## src/rtl/cla_share_sched.sv

```systemverilog
// Time-shares one decomposed CLA (non-linear part + linear part) between NREQ requesters.
// Define CLA_SHARE_RR_EN for round-robin arbitration; otherwise lowest index wins.
module cla_share_sched #(
    parameter int NBIT = 7,
    parameter int NREQ = 2,
    parameter int NNL  = 2**(NBIT+2)-NBIT-4,
    parameter int IDW  = (NREQ > 1) ? $clog2(NREQ) : 1
) (
    input  logic                 clk,
    input  logic                 rst_n,
    input  logic [NREQ-1:0]      req_valid,
    output logic [NREQ-1:0]      req_ready,
    input  logic [NREQ*NBIT-1:0] req_a,
    input  logic [NREQ*NBIT-1:0] req_b,
    input  logic [NREQ-1:0]      req_cin,
    output logic [NBIT-1:0]      nl_a,
    output logic [NBIT-1:0]      nl_b,
    output logic                 nl_cin,
    input  logic [NNL-1:0]       nl_n,
    output logic [NNL-1:0]       lin_n,
    input  logic [NBIT:0]        lin_s,
    output logic                 rsp_valid,
    input  logic                 rsp_ready,
    output logic [NBIT:0]        rsp_sum,
    output logic [IDW-1:0]       rsp_id
);

    localparam logic [1:0] ST_IDLE = 2'd0;
    localparam logic [1:0] ST_NL   = 2'd1;
    localparam logic [1:0] ST_LIN  = 2'd2;
    localparam logic [1:0] ST_RESP = 2'd3;

    logic [1:0]      state;
    logic [IDW-1:0]  id_p0;
    logic            lo_any;
    logic [IDW-1:0]  lo_id;
    logic            grant_any;
    logic [IDW-1:0]  grant_id;
    logic [NREQ-1:0] grant;
    logic [NBIT-1:0] sel_a;
    logic [NBIT-1:0] sel_b;
    logic            sel_cin;

`ifdef CLA_SHARE_RR_EN
    logic [IDW-1:0]  ptr;
    logic            hi_any;
    logic [IDW-1:0]  hi_id;
`endif

    // Descending scan: lo_* ends on the lowest valid index, hi_* on the lowest at/above ptr.
    always_comb begin
        lo_any = 1'b0;
        lo_id  = '0;
`ifdef CLA_SHARE_RR_EN
        hi_any = 1'b0;
        hi_id  = '0;
`endif
        for (int i = NREQ-1; i >= 0; i--) begin
            if (req_valid[i]) begin
                lo_any = 1'b1;
                lo_id  = IDW'(i);
`ifdef CLA_SHARE_RR_EN
                if (IDW'(i) >= ptr) begin
                    hi_any = 1'b1;
                    hi_id  = IDW'(i);
                end
`endif
            end
        end
    end

    assign grant_any = lo_any;
`ifdef CLA_SHARE_RR_EN
    assign grant_id  = hi_any ? hi_id : lo_id;
`else
    assign grant_id  = lo_id;
`endif

    always_comb begin
        grant   = '0;
        sel_a   = '0;
        sel_b   = '0;
        sel_cin = 1'b0;
        for (int i = 0; i < NREQ; i++) begin
            grant[i] = grant_any && (grant_id == IDW'(i));
            if (grant[i]) begin
                sel_a   = NBIT'(req_a >> (i*NBIT));
                sel_b   = NBIT'(req_b >> (i*NBIT));
                sel_cin = req_cin[i];
            end
        end
    end

    assign req_ready = (state == ST_IDLE) ? grant : '0;

`ifdef CLA_SHARE_RR_EN
    always_ff @(posedge clk or negedge rst_n) begin
        if (!rst_n) begin
            ptr <= '0;
        end else if (state == ST_IDLE && grant_any) begin
            ptr <= (grant_id == IDW'(NREQ-1)) ? '0 : grant_id + IDW'(1);
        end
    end
`endif

    always_ff @(posedge clk or negedge rst_n) begin
        if (!rst_n) begin
            state     <= ST_IDLE;
            nl_a      <= '0;
            nl_b      <= '0;
            nl_cin    <= 1'b0;
            id_p0     <= '0;
            lin_n     <= '0;
            rsp_valid <= 1'b0;
            rsp_sum   <= '0;
            rsp_id    <= '0;
        end else begin
            case (state)
                // Accept: winner's operands feed both adder parts from here on.
                ST_IDLE: begin
                    if (grant_any) begin
                        nl_a   <= sel_a;
                        nl_b   <= sel_b;
                        nl_cin <= sel_cin;
                        id_p0  <= grant_id;
                        state  <= ST_NL;
                    end
                end
                // Register the non-linear terms so the linear part sees a clean stage.
                ST_NL: begin
                    lin_n <= nl_n;
                    state <= ST_LIN;
                end
                // Capture the full NBIT+1 sum including carry out.
                ST_LIN: begin
                    rsp_sum   <= lin_s;
                    rsp_id    <= id_p0;
                    rsp_valid <= 1'b1;
                    state     <= ST_RESP;
                end
                // Hold the response until the consumer takes it.
                ST_RESP: begin
                    if (rsp_ready) begin
                        rsp_valid <= 1'b0;
                        state     <= ST_IDLE;
                    end
                end
                default: state <= ST_IDLE;
            endcase
        end
    end

endmodule

```

## config.mk

```make
export PLATFORM = sky130hd
export DESIGN_NAME = cla_share_sched
export DESIGN_NICKNAME = d
export VERILOG_FILES = /design/src/rtl/cla_share_sched.sv
export SDC_FILE = /design/constraint.sdc
export NUM_CORES = 1
export LEC_CHECK = 0
export ABC_CLOCK_PERIOD_IN_PS = 3000
export BUFFER_PORTS_ARGS = -buffer_cell sky130_fd_sc_hd__buf_4
export CORE_AREA = 2 2 418 420
export CTS_BUF_LIST = sky130_fd_sc_hd__clkbuf_2 sky130_fd_sc_hd__clkbuf_4 sky130_fd_sc_hd__clkbuf_8
export CTS_CLUSTER_SIZE = 30
export DETAILED_ROUTE_END_ITERATION = 10
export DIE_AREA = 0 0 420 422
export SYNTH_ARGS = -nofsm -noshare
export SYNTH_HDL_FRONTEND = slang
export SYNTH_SLANG_ARGS = --single-unit
```

## constraint.sdc

```tcl
create_clock -name clk -period 3 [get_ports clk]
set_input_delay 0.3 -clock clk [delete_from_list [all_inputs] [get_ports clk]]
set_output_delay 0.3 -clock clk [all_outputs]
set_load 0.1 [all_outputs]
```

==> impl_metrics.env <==
export IMPL_outcome="finished clean"
export IMPL_drt_total_wl_um=127400
export IMPL_synth_top_area_cell="dfrtp_1"
export IMPL_drv_slew=0
export IMPL_clock_sinks=529
export IMPL_drt_iter0_markers=806
export IMPL_worstMarginPinSlew_ps=1038
export IMPL_wl_per_cell_um=24.01
export IMPL_die_w_um=420
export IMPL_seq_area_um2=13240
export IMPL_syn_cell_area_um2=20160
export IMPL_synth_top_cell_area_share_pct=65.67
export IMPL_final_antenna_net_count=0
export IMPL_die_area_um2=177200
export IMPL_fin_tns_setup_ps=0
export IMPL_required_ps=2700
export IMPL_cts_max_level=3
export IMPL_ys_seq_area_share_pct=65.67
export IMPL_start_kind="flop"
export IMPL_grt_overflow=0
export IMPL_hp_class="in2reg"
export IMPL_finalCritPeriodShare_pct=90.53
export IMPL_placementRows=153
export IMPL_grt_pass1_vias=18620
export IMPL_hold_viol=0
export IMPL_end_kind="primary output"
export IMPL_grt_pass1_wl_um=166800
export IMPL_cp_max_fo=33
export IMPL_arrival_ps=2420
export IMPL_slew_headroom_pct=30.54
export IMPL_io_pins=1072
export IMPL_synth_nets=1732
export IMPL_dp_hpwl_um=104100
export IMPL_nNetsFinal=3424
export IMPL_place_area_um2=30890
export IMPL_clk_latency_ps=830
export IMPL_layout_setup_ws_ps=284.0
export IMPL_grt_max_degree=84
export IMPL_ys_types=18
export IMPL_yosys_top_cells_count="529 x dfrtp_1, 511 x mux2_2, 55 x buf_6"
export IMPL_root_buffer="clkbuf_8"
export IMPL_cts_setup_buffers=0
export IMPL_vias_per_cell=3.285
export IMPL_synth_edf_count=0
export IMPL_drive_gt1_share_pct=61.00
export IMPL_pre_cts_ws_ps=947.8
export IMPL_synthArstFlopShare_pct=100.0
export IMPL_clk_pin_slew_ps=60
export IMPL_dr_pass1_iters=4
export IMPL_cts_inserted_buffers=103
export IMPL_ys_dominant_reg_cell="dfrtp_1"
export IMPL_numPortBuffers=1071
export IMPL_synth_area_top_cells="dfrtp_1 66%, mux2_2 29%, buf_6 3.1%"
export IMPL_synth_seq_cells=529
export IMPL_synth_area_per_cell_um2=17.04
export IMPL_drc_errors=0
export IMPL_fin_crit_ps=2716
export IMPL_fillCellCount=18420
export IMPL_skew_ps=43.56
export IMPL_cts_buffer_depth=3
export IMPL_syn_inst=1183
export IMPL_cts_tree="done"
export IMPL_area_delta_synth_final_pct=92.02
export IMPL_die_height_um=422
export IMPL_setup_viol=0
export IMPL_initial_utilization_pct=11.66
export IMPL_rsz0062_at_grt="false"
export IMPL_track_usage_pct=13.95
export IMPL_yosys_warnings=0
export IMPL_routabilityCongestion=0.9353
export IMPL_max_clock_freq_ghz=0.3682
export IMPL_core_region_area_um2=172900
export IMPL_fin_area_um2=38700
export IMPL_yosysMostFrequentCell="dfrtp_1"
export IMPL_vias=17430
export IMPL_crit_type="reg2out"
export IMPL_antenna_found_initial=64
export IMPL_multi_input_area_um2=6201
export IMPL_drv_cap=0
export IMPL_whs_ps=241.7
## cells in the final DEF, fill, tap and decap left out, types with 2 or more instances in the layout
master,n
clkinv_2,16
inv_1,18
buf_4,1087
clkbuf_4,27
bufinv_16,5
clkinv_8,3
buf_6,2
nor2_1,3
ha_1,4
a221o_1,15
mux2_2,511
o22ai_1,15
dfrtp_1,529
clkinvlp_4,4
nand2_1,16
clkbuf_8,125
diode_2,25
dlygate4sd3_1,546
clkinv_4,4
buf_12,14
## repair_timing
item / 4_1_cts / 5_1_grt
hold endpoints to repair: 776 / 0
endpoints found under the setup margin: 1 / 1
hold buffers: 546 / 0
resized for setup: 1 / 2
## sequential cells by signal (all words and copies together) (netlist names), 2 cells and up
signal   flops
nl_b         7
state        2
nl_a         7
rsp_sum      8
lin_n      501
## final timing paths
check / from / endpoint / slack [ps] / depth (start not counted)
max: state[0]$_DFFE_PN0P_ / req_ready[0] / 280 / 6
min: nl_n[69] / lin_n[69]$_DFFE_PN0N_ / 240 / 3
max reg2reg: state[0]$_DFFE_PN0P_ / nl_b[2]$_DFFE_PN0P_ / 570 / 7
min reg2reg: lin_n[403]$_DFFE_PN0N_ / lin_n[403]$_DFFE_PN0N_ / 500 / 1
max in group asynchronous: rst_n / lin_n[125]$_DFFE_PN0N_ / 720 / 4
min in group asynchronous: rst_n / lin_n[159]$_DFFE_PN0N_ / 590 / 3
## metal layers
metal,wire [µm],GRT usage (%),part of all wire [%]
met5,137,0,0.11
met4,3067,3.807,2.4
met3,6766,3.156,5.3
met2,62040,23.54,49
met1,55360,17.72,43
## final cells by class
| cell class | count | share of cell area (%) |
|---|---|---|
| timing repair buffer | 1650 | 36.03 |
| sequential | 529 | 34.20 |
| multi-input combinational | 572 | 16.02 |
| tap | 2325 | 7.516 |
| clock buffer | 152 | 4.969 |
| clock inverter | 32 | 0.9181 |
| inverter | 19 | 0.1875 |
| antenna | 25 | 0.1616 |
## critical path, cell delays in order (launching register included)
cell	delay, ps
dfrtp_1	430
inv_1	140
ha_1	180
buf_6	230
nand2_1	120
clkinv_2	210
buf_6	270
## cell families after synthesis
group | synth area share (%)
flip-flops | 65.67
multiplexers | 28.60
buffers and inverters | 3.625
AO/OA/AOI/OAI | 1.316
AND/OR/NAND/NOR | 0.4780
adder cells (fa/ha/maj) | 0.3104
## through the flow
step                      util (%)  std cells
final                        22.39       5304
after global routing         22.39       5301
after CTS                    22.35       5279
after detailed placement     17.87       4549
after global placement       17.87       4549
after floorplan                  -       1183
Power is left out: the tool's default activity adds up to more than one toggle a clock period on the data nets, which glitch-free logic cannot reach.
